**src/rtl/prio_enc_pkg.sv**
```systemverilog
// Shared constants for the registered priority interrupt encoder.
// Direction and capture-mode encodings are also used by the bench.
package prio_enc_pkg;

    localparam bit PRIO_LOW_FIRST  = 1'b0;
    localparam bit PRIO_HIGH_FIRST = 1'b1;

    localparam bit CAP_LEVEL = 1'b0;
    localparam bit CAP_EDGE  = 1'b1;

endpackage

```
**src/rtl/prio_pick.sv**
```systemverilog
// Combinational N-to-W priority picker with a found flag.
// Priority direction is selected by HIGH_FIRST.
module prio_pick #(
    parameter int N          = 8,
    parameter bit HIGH_FIRST = 1'b1,
    localparam int W         = $clog2(N)
) (
    input  logic [N-1:0] vec,
    output logic         found,
    output logic [W-1:0] idx
);

    always_comb begin
        found = 1'b0;
        idx   = '0;
        // Ascending scan: the last hit is the highest set bit, the first hit the lowest.
        for (int i = 0; i < N; i++) begin
            if (vec[i] && (HIGH_FIRST || !found)) begin
                found = 1'b1;
                idx   = W'(i);
            end
        end
    end

endmodule

```
**src/rtl/prio_irq_encoder.sv**
```systemverilog
// Registered priority encoder: latches requests into a pending register and
// presents the highest-priority enabled pending index on a valid/ready port.
//
// state   | meaning
// IDLE    | nothing presented, out_valid=0, out_idx holds last value
// PRESENT | out_idx is valid and held stable until accepted
module prio_irq_encoder
    import prio_enc_pkg::*;
#(
    parameter int N          = 8,
    parameter bit HIGH_FIRST = PRIO_HIGH_FIRST,
    parameter bit EDGE       = CAP_LEVEL,
    localparam int W         = $clog2(N)
) (
    input  logic         clk,
    input  logic         rst_n,
    input  logic [N-1:0] req_i,
    input  logic [N-1:0] mask_i,
    output logic         out_valid,
    input  logic         out_ready,
    output logic [W-1:0] out_idx,
    output logic [N-1:0] pending_o
);

    typedef enum logic {IDLE, PRESENT} state_t;

    state_t         state;
    logic [N-1:0]   pending;
    logic [N-1:0]   req_prev;
    logic [N-1:0]   capture;
    logic [N-1:0]   clear;
    logic [N-1:0]   cand_vec;
    logic           accept;
    logic           cand_found;
    logic [W-1:0]   cand_idx;

    always_comb begin
        capture  = (EDGE == CAP_EDGE) ? (req_i & ~req_prev) : req_i;
        accept   = out_valid & out_ready;
        clear    = accept ? (N'(1) << out_idx) : '0;
        // The bit being accepted this cycle must not be re-offered as the next candidate.
        cand_vec = pending & mask_i & ~clear;
    end

    prio_pick #(
        .N          (N),
        .HIGH_FIRST (HIGH_FIRST)
    ) u_pick (
        .vec   (cand_vec),
        .found (cand_found),
        .idx   (cand_idx)
    );

    // Capture is OR-ed after the clear so a fresh event on the accepted bit survives.
    always_ff @(posedge clk or negedge rst_n) begin
        if (!rst_n) begin
            pending  <= '0;
            req_prev <= '0;
        end else begin
            pending  <= (pending & ~clear) | capture;
            req_prev <= req_i;
        end
    end

    always_ff @(posedge clk or negedge rst_n) begin
        if (!rst_n) begin
            state   <= IDLE;
            out_idx <= '0;
        end else begin
            case (state)
                IDLE: begin
                    if (cand_found) begin
                        out_idx <= cand_idx;
                        state   <= PRESENT;
                    end
                end
                PRESENT: begin
                    if (out_ready) begin
                        if (cand_found) begin
                            out_idx <= cand_idx;
                        end else begin
                            state <= IDLE;
                        end
                    end
                end
                default: state <= IDLE;
            endcase
        end
    end

    assign out_valid = (state == PRESENT);
    assign pending_o = pending;

endmodule

```
**config.mk**
```make
export PLATFORM = sky130hd
export DESIGN_NAME = prio_irq_encoder
export DESIGN_NICKNAME = d
export VERILOG_FILES = /design/src/rtl/prio_enc_pkg.sv /design/src/rtl/prio_pick.sv /design/src/rtl/prio_irq_encoder.sv
export SDC_FILE = /design/constraint.sdc
export NUM_CORES = 1
export LEC_CHECK = 0
export CAP_MARGIN = 20
export CORE_MARGIN = 5
export CORE_UTILIZATION = 40
export CTS_BUF_LIST = sky130_fd_sc_hd__clkbuf_16
export DETAILED_ROUTE_END_ITERATION = 10
export PLACE_DENSITY = 0.9
export SLEW_MARGIN = 20
export SYNTH_ARGS = -nofsm -noshare
export SYNTH_HDL_FRONTEND = slang
export SYNTH_HIERARCHICAL = 1
export SYNTH_SLANG_ARGS = --single-unit
export TNS_END_PERCENT = 5
```
**constraint.sdc**
```tcl
create_clock -name clk -period 5.44 [get_ports clk]
set_input_delay 1.088 -clock clk [delete_from_list [all_inputs] [get_ports clk]]
set_output_delay 1.088 -clock clk [all_outputs]
set_load 0.01 [all_outputs]
```
==> results of run 1 <==
[where the power goes]
part | total (mW) | internal [mW] | leakage (nW) | switching (mW)
sequential | 0.122 | 0.103 | 0.113 | 0.0187
clock | 0.136 | 0.0960 | 0.0370 | 0.0402
combinational | 0.103 | 0.0585 | 0.248 | 0.0446
[logic make-up (layout without fill, tap and decap cells)]
| family | count (synthesis) | count (layout) | share of synthesized area (%) |
|---|---|---|---|
| compound gates | 14 | 14 | 15.8 |
| simple gates | 30 | 30 | 26.3 |
| buf+inv | 3 | 35 | 2.49 |
| flops | 12 | 12 | 49.8 |
| mux | 3 | 3 | 5.60 |
[stage by stage]
step	worst slack, ns	instance area, sq um	util (%)	total power [mW]	cells
4_1_cts	2.61	991	67.3	0.360	110
6_report	2.59	991	67.3	0.361	110
5_1_grt	2.49	991	67.3	0.378	110
3_5_place_dp	2.37	916	62.2	0.224	107
3_3_place_gp	2.43	916	62.2	0.221	107
2_1_floorplan	3.04	603	-	0.170	62
[registers in the layout (all words and copies together) (netlist names)]
name       flops
out_idx        3
out_valid      1
pending_o      8
[how the worst min path moves through the flow]
stage | start | to | slack [ns] | depth (start not counted)
3_3_place_gp | pending_o[6] | pending_o[6] | 0.47 | 1
3_5_place_dp | pending_o[3] | pending_o[3] | 0.48 | 1
6_report | pending_o[3] | pending_o[3] | 0.50 | 1
2_1_floorplan | pending_o[0] | pending_o[0] | 0.53 | 1
5_1_grt | pending_o[6] | pending_o[6] | 0.53 | 1
4_1_cts | pending_o[3] | pending_o[3] | 0.49 | 1
[metal layers]
| metal | GRT usage, % | wire, um | up-vias |
|---|---|---|---|
| met5 | 0 | 0 | - |
| met2 | 24.3 | 763 | 44 |
| met4 | 8.97 | 61 | 0 |
| li1 | - | - | 279 |
| met3 | 6.73 | 161 | 9 |
| met1 | 16.8 | 662 | 271 |
[synth_stat cells]
master    count  area [sq um]
and3b_1       1          8.76
a21o_1        8          60.1
mux2_1        2          22.5
and2b_1       1          7.51
nand3_1       1          5.00
mux2_2        1          11.3
dfrtp_1      12           300
buf_4         1          7.51
inv_1         1          3.75
a21oi_1       4          20.0
clkinv_1      1          3.75
and3_1        7          43.8
nor2_1        5          18.8
nand2_1      10          37.5
nand4_1       1          6.26
nor2b_2       1          8.76
nand2b_1      2          12.5
o31ai_1       2          15.0
nand3_2       1          10.0
[critical path: stages]
cell and delay, ns:
clkdlybuf4s50_1 0.49, and3b_1 0.30, nand3_2 0.12, and3_1 0.21
nor2_1 0.14, nand4_1 0.13, nand2_1 0.15, mux2_2 0.36
[layout make-up]
class                   count  share of cell area (%)
repair buffers             30                    30.3
multi-input cells          47                    29.0
flip-flops and latches     12                    30.3
inverters                   2                   0.758
well taps                  16                    2.02
clock buffers               3                    7.58
==> flow_summary.ini, run 1 <==
[outcome]
status = complete, no violations

[global_routing]
grt_start_max_net_pins = 13
first_global_vias = 625
grt_pass1_wl_mm = 2.79
track_usage_pct = 15.3
antenna_found_initial = 0
grt_overflow = 0

[setup_path]
reg2reg_depth = 7
crit_fanout = 6
regToRegSetupSlack_ns = 3.46
worstPathArrival_ns = 2.97
r2r-start = out_idx[2]
worstSetupStartpointType = input port
worstPathRequired_ns = 5.56
r2r_end = out_idx[2]
path_class = in2reg
crit_start = out_ready
endpoint_kind = flop
crit_path_end = out_idx[2]

[die]
dieHeight_um = 48.8
floorplan.rows = 14
dieArea_sq_um = 2380
ios = 31
fp.dieW_um = 48.8
start_util_pct = 41.0
core-area_sq_um = 1470

[worst_hold_path]
hp-class = reg2reg

[timing]
skew_ns = 0.000575
drv_slew = 0
slew-limit-headroom_pct = 64.9
tns_ns = 0
period_share_pct = 52.4
final.min_clock_period_ns = 2.85
worst_pin_slew_ns = 0.525
rsz0062_at_grt = false
hold_violations = 0
holdWs_ns = 0.498
setup_viol = 0
max_freq_ghz = 0.351

[cells_and_area]
antennaDiodeCount = 0
drive_gt1_share_pct = 6.38
syn_to_final_growth_pct = 64.3
multi_input_area_sq_um = 288
final_cell_mix = clkdlybuf4s50_1 (30), dfrtp_1 (12), nand2_1 (10)
fillers = 124
final_common_cell = clkdlybuf4s50_1
regArea_sq_um = 300
num-nets-final = 115

[clock_tree]
cts-resized-gates = 0
cts_hold_buf = 0
htree_levels = 1
cts_buffer_depth = 2
cts_setup_buffers = 0
cts_made_buffers = 3
cts.clk_slew.worst_paths_ns = 0.04
cts_root_buffer = clkbuf_16
cts_tree = built
clock_latency_ns = 0.24
cts_sinks = 12

[power]
power_density_nw_per_um2 = 364
p_leak_nw = 0.397
ir_worst_vdd_mv = 0.282

[yosys]
synth_nets = 81
yosysSeqAreaShare_pct = 49.8
ys_ff_latch = 12
synth_area_sq_um = 603
avgSynthCellArea_sq_um = 9.73
synth_cells = 62
synth_warnings = 6
synth.distinct_cells = 19

[place]
dp_hpwl_mm = 1.29
port_buffers = 30
place.gp.congestion = 0.781

[detailed_routing]
vias = 603
firstDrtPassIters = 5
ant_nets = 0
finalWirelength_mm = 1.65
wire_per_inst_um = 15.0
viasPerCell = 5.48
drcViolationCount = 0
drt_iter0_markers = 25

[job]
cap_viol_max_count = 0
No activity file was read; power rests on OpenSTA's default activity.
==> run 2: changes to the inputs <==
--- a/config.mk
+++ b/config.mk
@@ -7,10 +7,10 @@
 export LEC_CHECK = 0
 export CAP_MARGIN = 20
 export CORE_MARGIN = 5
-export CORE_UTILIZATION = 40
+export CORE_UTILIZATION = 34
 export CTS_BUF_LIST = sky130_fd_sc_hd__clkbuf_16
 export DETAILED_ROUTE_END_ITERATION = 10
-export PLACE_DENSITY = 0.9
+export PLACE_DENSITY = 0.82
 export SLEW_MARGIN = 20
 export SYNTH_ARGS = -nofsm -noshare
 export SYNTH_HDL_FRONTEND = slang
==> constraint.sdc (replaced) <==
create_clock -name clk -period 2.5 [get_ports clk]
set_input_delay 0.5 -clock clk [delete_from_list [all_inputs] [get_ports clk]]
set_output_delay 0.5 -clock clk [all_outputs]
set_load 0.01 [all_outputs]
==> run 2 against run 1 <==
First-iteration DRC count decreased by 48%. Critical endpoint is now out_idx[1]. Sequential share of layout area is 0.67 points lower. Clock skew is 0.0011 ns higher. Power rose by 120%.
==> flow_summary.ini, run 2 (synthesis gave the netlist of run 1 again) <==
[detailed_routing]
ant_nets = 0
finalWirelength_mm = 1.63
wire_per_inst_um = 13.5
drt_iter0_markers = 13
viasPerCell = 4.81
firstDrtPassIters = 4
vias = 582
drcViolationCount = 0

[timing]
drv_slew = 0
period_share_pct = 89.1
setup_viol = 0
worst_pin_slew_ns = 0.538
hold_violations = 0
tns_ns = 0
skew_ns = 0.00168
rsz0062_at_grt = false
final.min_clock_period_ns = 2.23
max_freq_ghz = 0.449
slew-limit-headroom_pct = 64.0

[power]
switching_share_pct = 27.8
p_leak_nw = 0.404
intPower_uw = 564
power_density_nw_per_um2 = 770
p_switching_uw = 217
p_seq_share_pct = 33.6
combPwrFrac_pct = 28.9
ir_worst_vdd_mv = 0.418
power.share.clock_pct = 37.5

[global_routing]
grt_overflow = 0
track_usage_pct = 14.2
grt_start_max_net_pins = 13
first_global_vias = 631
grt_pass1_wl_mm = 2.75
antenna_found_initial = 0

[setup_path]
endpoint_kind = flop
path_class = in2reg
r2r-start = out_idx[1]
crit_start = out_ready
worstSetupStartpointType = input port
crit_fanout = 4
worstPathRequired_ns = 2.62
worstPathArrival_ns = 2.34

[clock_tree]
cts_tree = built
cts_setup_buffers = 0
cts_hold_buf = 0
cts.clk_slew.worst_paths_ns = 0.04
cts_sinks = 12
clock_latency_ns = 0.24
cts_root_buffer = clkbuf_16
cts_buffer_depth = 2
htree_levels = 1
cts_made_buffers = 3
cts-resized-gates = 0

[place]
placed_area_sq_um = 935
place.gp.congestion = 0.721
place_inst = 117
port_buffers = 30
dp_hpwl_mm = 1.31

[cells_and_area]
antennaDiodeCount = 0
final_cell_mix = clkdlybuf4s50_1 (30), dfrtp_1 (12), nand2_1 (10)
num-nets-final = 116
syn_to_final_growth_pct = 68.0
layoutNonFillerInstCount = 121
fin_area_sq_um = 1010
drive_gt1_share_pct = 7.29
final_common_cell = clkdlybuf4s50_1
largest_reg_flops = 8

[die]
floorplan.rows = 15
dieHeight_um = 52.1
fp.dieW_um = 52.1
dieArea_sq_um = 2720
ios = 31
core-area_sq_um = 1710
start_util_pct = 35.3

[worst_hold_path]
hp-class = reg2reg
min_from = pending_o[5]

[job]
cap_viol_max_count = 0

[outcome]
status = complete, no violations
[run 2: cell types whose count changed in the layout (fill, tap and decap cells not counted), sizes merged]
cell,previous run,this run
clkinv,1,2
buf,0,1
[run 2: final timing paths]
path	slack, ns	cells past startpoint	to
min reg2reg	0.49	1	pending_o[5]
min in group asynchronous	0.62	1	pending_o[4]
max	0.27	8	out_idx[1]
min	0.49	1	pending_o[5]
max in group asynchronous	1.53	1	pending_o[1]
max reg2reg	0.58	7	out_idx[1]
[run 2: cell type report]
type	count	area, sq um
multi-input cells	47	288
flip-flops and latches	12	300
clock buffers	3	75.1
repair buffers	31	308
fillers	149	694
well taps	25	31.3
inverters	2	7.51
clock inverters	1	3.75
[run 2: metrics by stage]
stage                     power, mW  hold slack (ns)  worst slack, ns  utilization, %
after CTS                     0.787            0.498            0.292            59.3
final                         0.781            0.493            0.273            59.3
after global placement        0.486            0.479           0.0969            54.7
after floorplan               0.369            0.204            0.683               -
after detailed placement      0.488            0.484           0.0517            54.7
after global routing          0.819            0.513            0.132            59.3
[run 2: power by group through the flow]
stage / clock [mW] / combinational [mW] / sequential [mW]
floorplan: 0 / 0.0984 / 0.271
global placement: 0 / 0.221 / 0.264
detailed placement: 0 / 0.223 / 0.265
CTS: 0.297 / 0.227 / 0.263
global route: 0.304 / 0.246 / 0.269
finish: 0.293 / 0.226 / 0.262
[run 2: critical path: stages]
cell             delay [ns]
clkdlybuf4s50_1        0.48
and3_1                 0.24
nand3_1                0.12
and3_1                 0.21
nor2_1                 0.17
nand4_1                0.13
nand2_1                0.14
mux2_1                 0.34
[run 2: per-layer routing]
layer  vias to the layer above  share of wire [%]  GRT usage [%]
met5                         -                  0              0
met4                         0                2.8           10.5
met3                         5                9.2           4.58
met2                        27                 46           22.0
met1                       267                 42           16.1
li1                        283                  -              -
==> run 3: changes to the inputs <==
--- a/config.mk
+++ b/config.mk
@@ -8,12 +8,10 @@
 export CAP_MARGIN = 20
 export CORE_MARGIN = 5
 export CORE_UTILIZATION = 34
-export CTS_BUF_LIST = sky130_fd_sc_hd__clkbuf_16
 export DETAILED_ROUTE_END_ITERATION = 10
 export PLACE_DENSITY = 0.82
-export SLEW_MARGIN = 20
+export SLEW_MARGIN = 10
 export SYNTH_ARGS = -nofsm -noshare
 export SYNTH_HDL_FRONTEND = slang
 export SYNTH_HIERARCHICAL = 1
 export SYNTH_SLANG_ARGS = --single-unit
-export TNS_END_PERCENT = 5
==> run 3 against run 2 <==
Hold slack improved by 0.0082 ns. Design area is 4.2% lower. Cell count stayed put. Clock skew grew 0.0023 ns. Wire length decreased by 4.9%. Sequential power is essentially flat. First-iteration DRC count shrank 62%. Combinational power barely moved. Setup slack improved by 0.045 ns. Core utilization is 2.5 points lower. Non-clock buffer count unchanged. Largest power group is now registers.
==> flow_summary.ini, run 3 (synthesis gave the netlist of run 1 again) <==
[clock_tree]
htree_levels = 1
cts_root_buffer = clkbuf_4
cts_buffer_depth = 2
cts-resized-gates = 0
cts_hold_buf = 0
cts_setup_buffers = 0
clock_latency_ns = 0.27
cts_sinks = 12
cts.clk_slew.worst_paths_ns = 0.08
cts_made_buffers = 3
cts_tree = built

[place]
place_inst = 117
port_buffers = 30
dp_hpwl_mm = 1.31
place.gp.congestion = 0.721

[global_routing]
antenna_found_initial = 0
grt_overflow = 0
first_global_vias = 636
grt_start_max_net_pins = 13
grt_pass1_wl_mm = 2.73
grtUsageMet2_pct = 21.5
use_met3_pct = 5.44
use_met1_pct = 15.8
track_usage_pct = 13.6
grt_busiest_layer = met2

[detailed_routing]
drt_iter0_markers = 5
firstDrtPassIters = 3
finalWirelength_mm = 1.55
viasPerCell = 4.77
vias = 577
drcViolationCount = 0
wire_per_inst_um = 12.8
ant_nets = 0

[timing]
max_freq_ghz = 0.458
slew-limit-headroom_pct = 64.2
setup_viol = 0
worst_pin_slew_ns = 0.535
drv_slew = 0
period_share_pct = 87.3
holdWs_ns = 0.501
final.min_clock_period_ns = 2.18
skew_ns = 0.00402
rsz0062_at_grt = false
tns_ns = 0
hold_violations = 0

[job]
cap_viol_max_count = 0

[die]
floorplan.rows = 15
dieHeight_um = 52.1
start_util_pct = 35.3
core-area_sq_um = 1710
ios = 31
dieArea_sq_um = 2720
fp.dieW_um = 52.1

[setup_path]
path_class = in2reg
reg2reg_depth = 7
cp_slowest_cell = clkdlybuf4s50_1
crit_start = out_ready
worstSetupStartpointType = input port
worstPathArrival_ns = 2.34
crit_path_end = out_idx[1]
regToRegSetupSlack_ns = 0.58
critPathMaxStageDelay_ns = 0.48
cp_cell_sequence = clkdlybuf4s50_1 -> and3_1 -> nand3_1 -> and3_1 -> nor2_1 -> nand4_1 -> nand2_1 -> mux2_1
cpLargestDelayFamily = simple AND/OR/NAND/NOR gates
r2r-start = out_idx[1]
worstPathRequired_ns = 2.66
crit_fanout = 4
crit_cells = 8
r2r_end = out_idx[1]
path_common_cell = and3_1
endpoint_kind = flop
critPathBufInv = 1

[cells_and_area]
syn_to_final_growth_pct = 61.0
antennaDiodeCount = 0
final_common_cell = clkdlybuf4s50_1
fillers = 156
final_cell_mix = clkdlybuf4s50_1 (30), dfrtp_1 (12), nand2_1 (10)
layoutNonFillerInstCount = 121
drive_gt1_share_pct = 8.33
num-nets-final = 116
largest_reg_flops = 8

[power]
p_leak_nw = 0.387
power_density_nw_per_um2 = 656
ir_worst_vdd_mv = 0.318

[worst_hold_path]
hp-class = reg2reg
holdPathStages = 1

[outcome]
status = complete, no violations
==> run 3: power by group <==
group	switching, mW	internal [mW]	total, mW
Clock	0.0642	0.0886	0.153
Sequential	0.0375	0.223	0.261
Combinational	0.0945	0.129	0.224
==> run 3: metal layers <==
layer | wire, um | vias up
met4 | 18 | 0
li1 | - | 284
met2 | 693 | 26
met3 | 154 | 4
met5 | 0 | -
met1 | 688 | 263
==> run 3: layout make-up <==
class | count | area (sq um) | area share (%)
Tap cell | 25 | 31.3 | 3.22
Timing Repair Buffer | 31 | 308 | 31.7
Inverter | 2 | 7.51 | 0.773
Multi-Input combinational cell | 47 | 288 | 29.6
Clock buffer | 4 | 36.3 | 3.74
Sequential cell | 12 | 300 | 30.9
==> run 3: worst min path at each step <==
stage                         endpoint         start
after floorplan             out_idx[0]         rst_n
after global placement    pending_o[4]  pending_o[4]
after detailed placement  pending_o[5]  pending_o[5]
after CTS                 pending_o[5]  pending_o[5]
after global routing      pending_o[4]  pending_o[4]
final                     pending_o[1]  pending_o[1]
==> run 3: metrics by stage <==
stage	instance area [sq um]	setup slack [ns]	total power, mW	utilization, %
floorplan	603	0.683	0.369	-
global placement	935	0.0969	0.486	54.7
detailed placement	935	0.0517	0.488	54.7
CTS	971	0.334	0.643	56.8
global route	971	0.164	0.678	56.8
finish	971	0.318	0.637	56.8
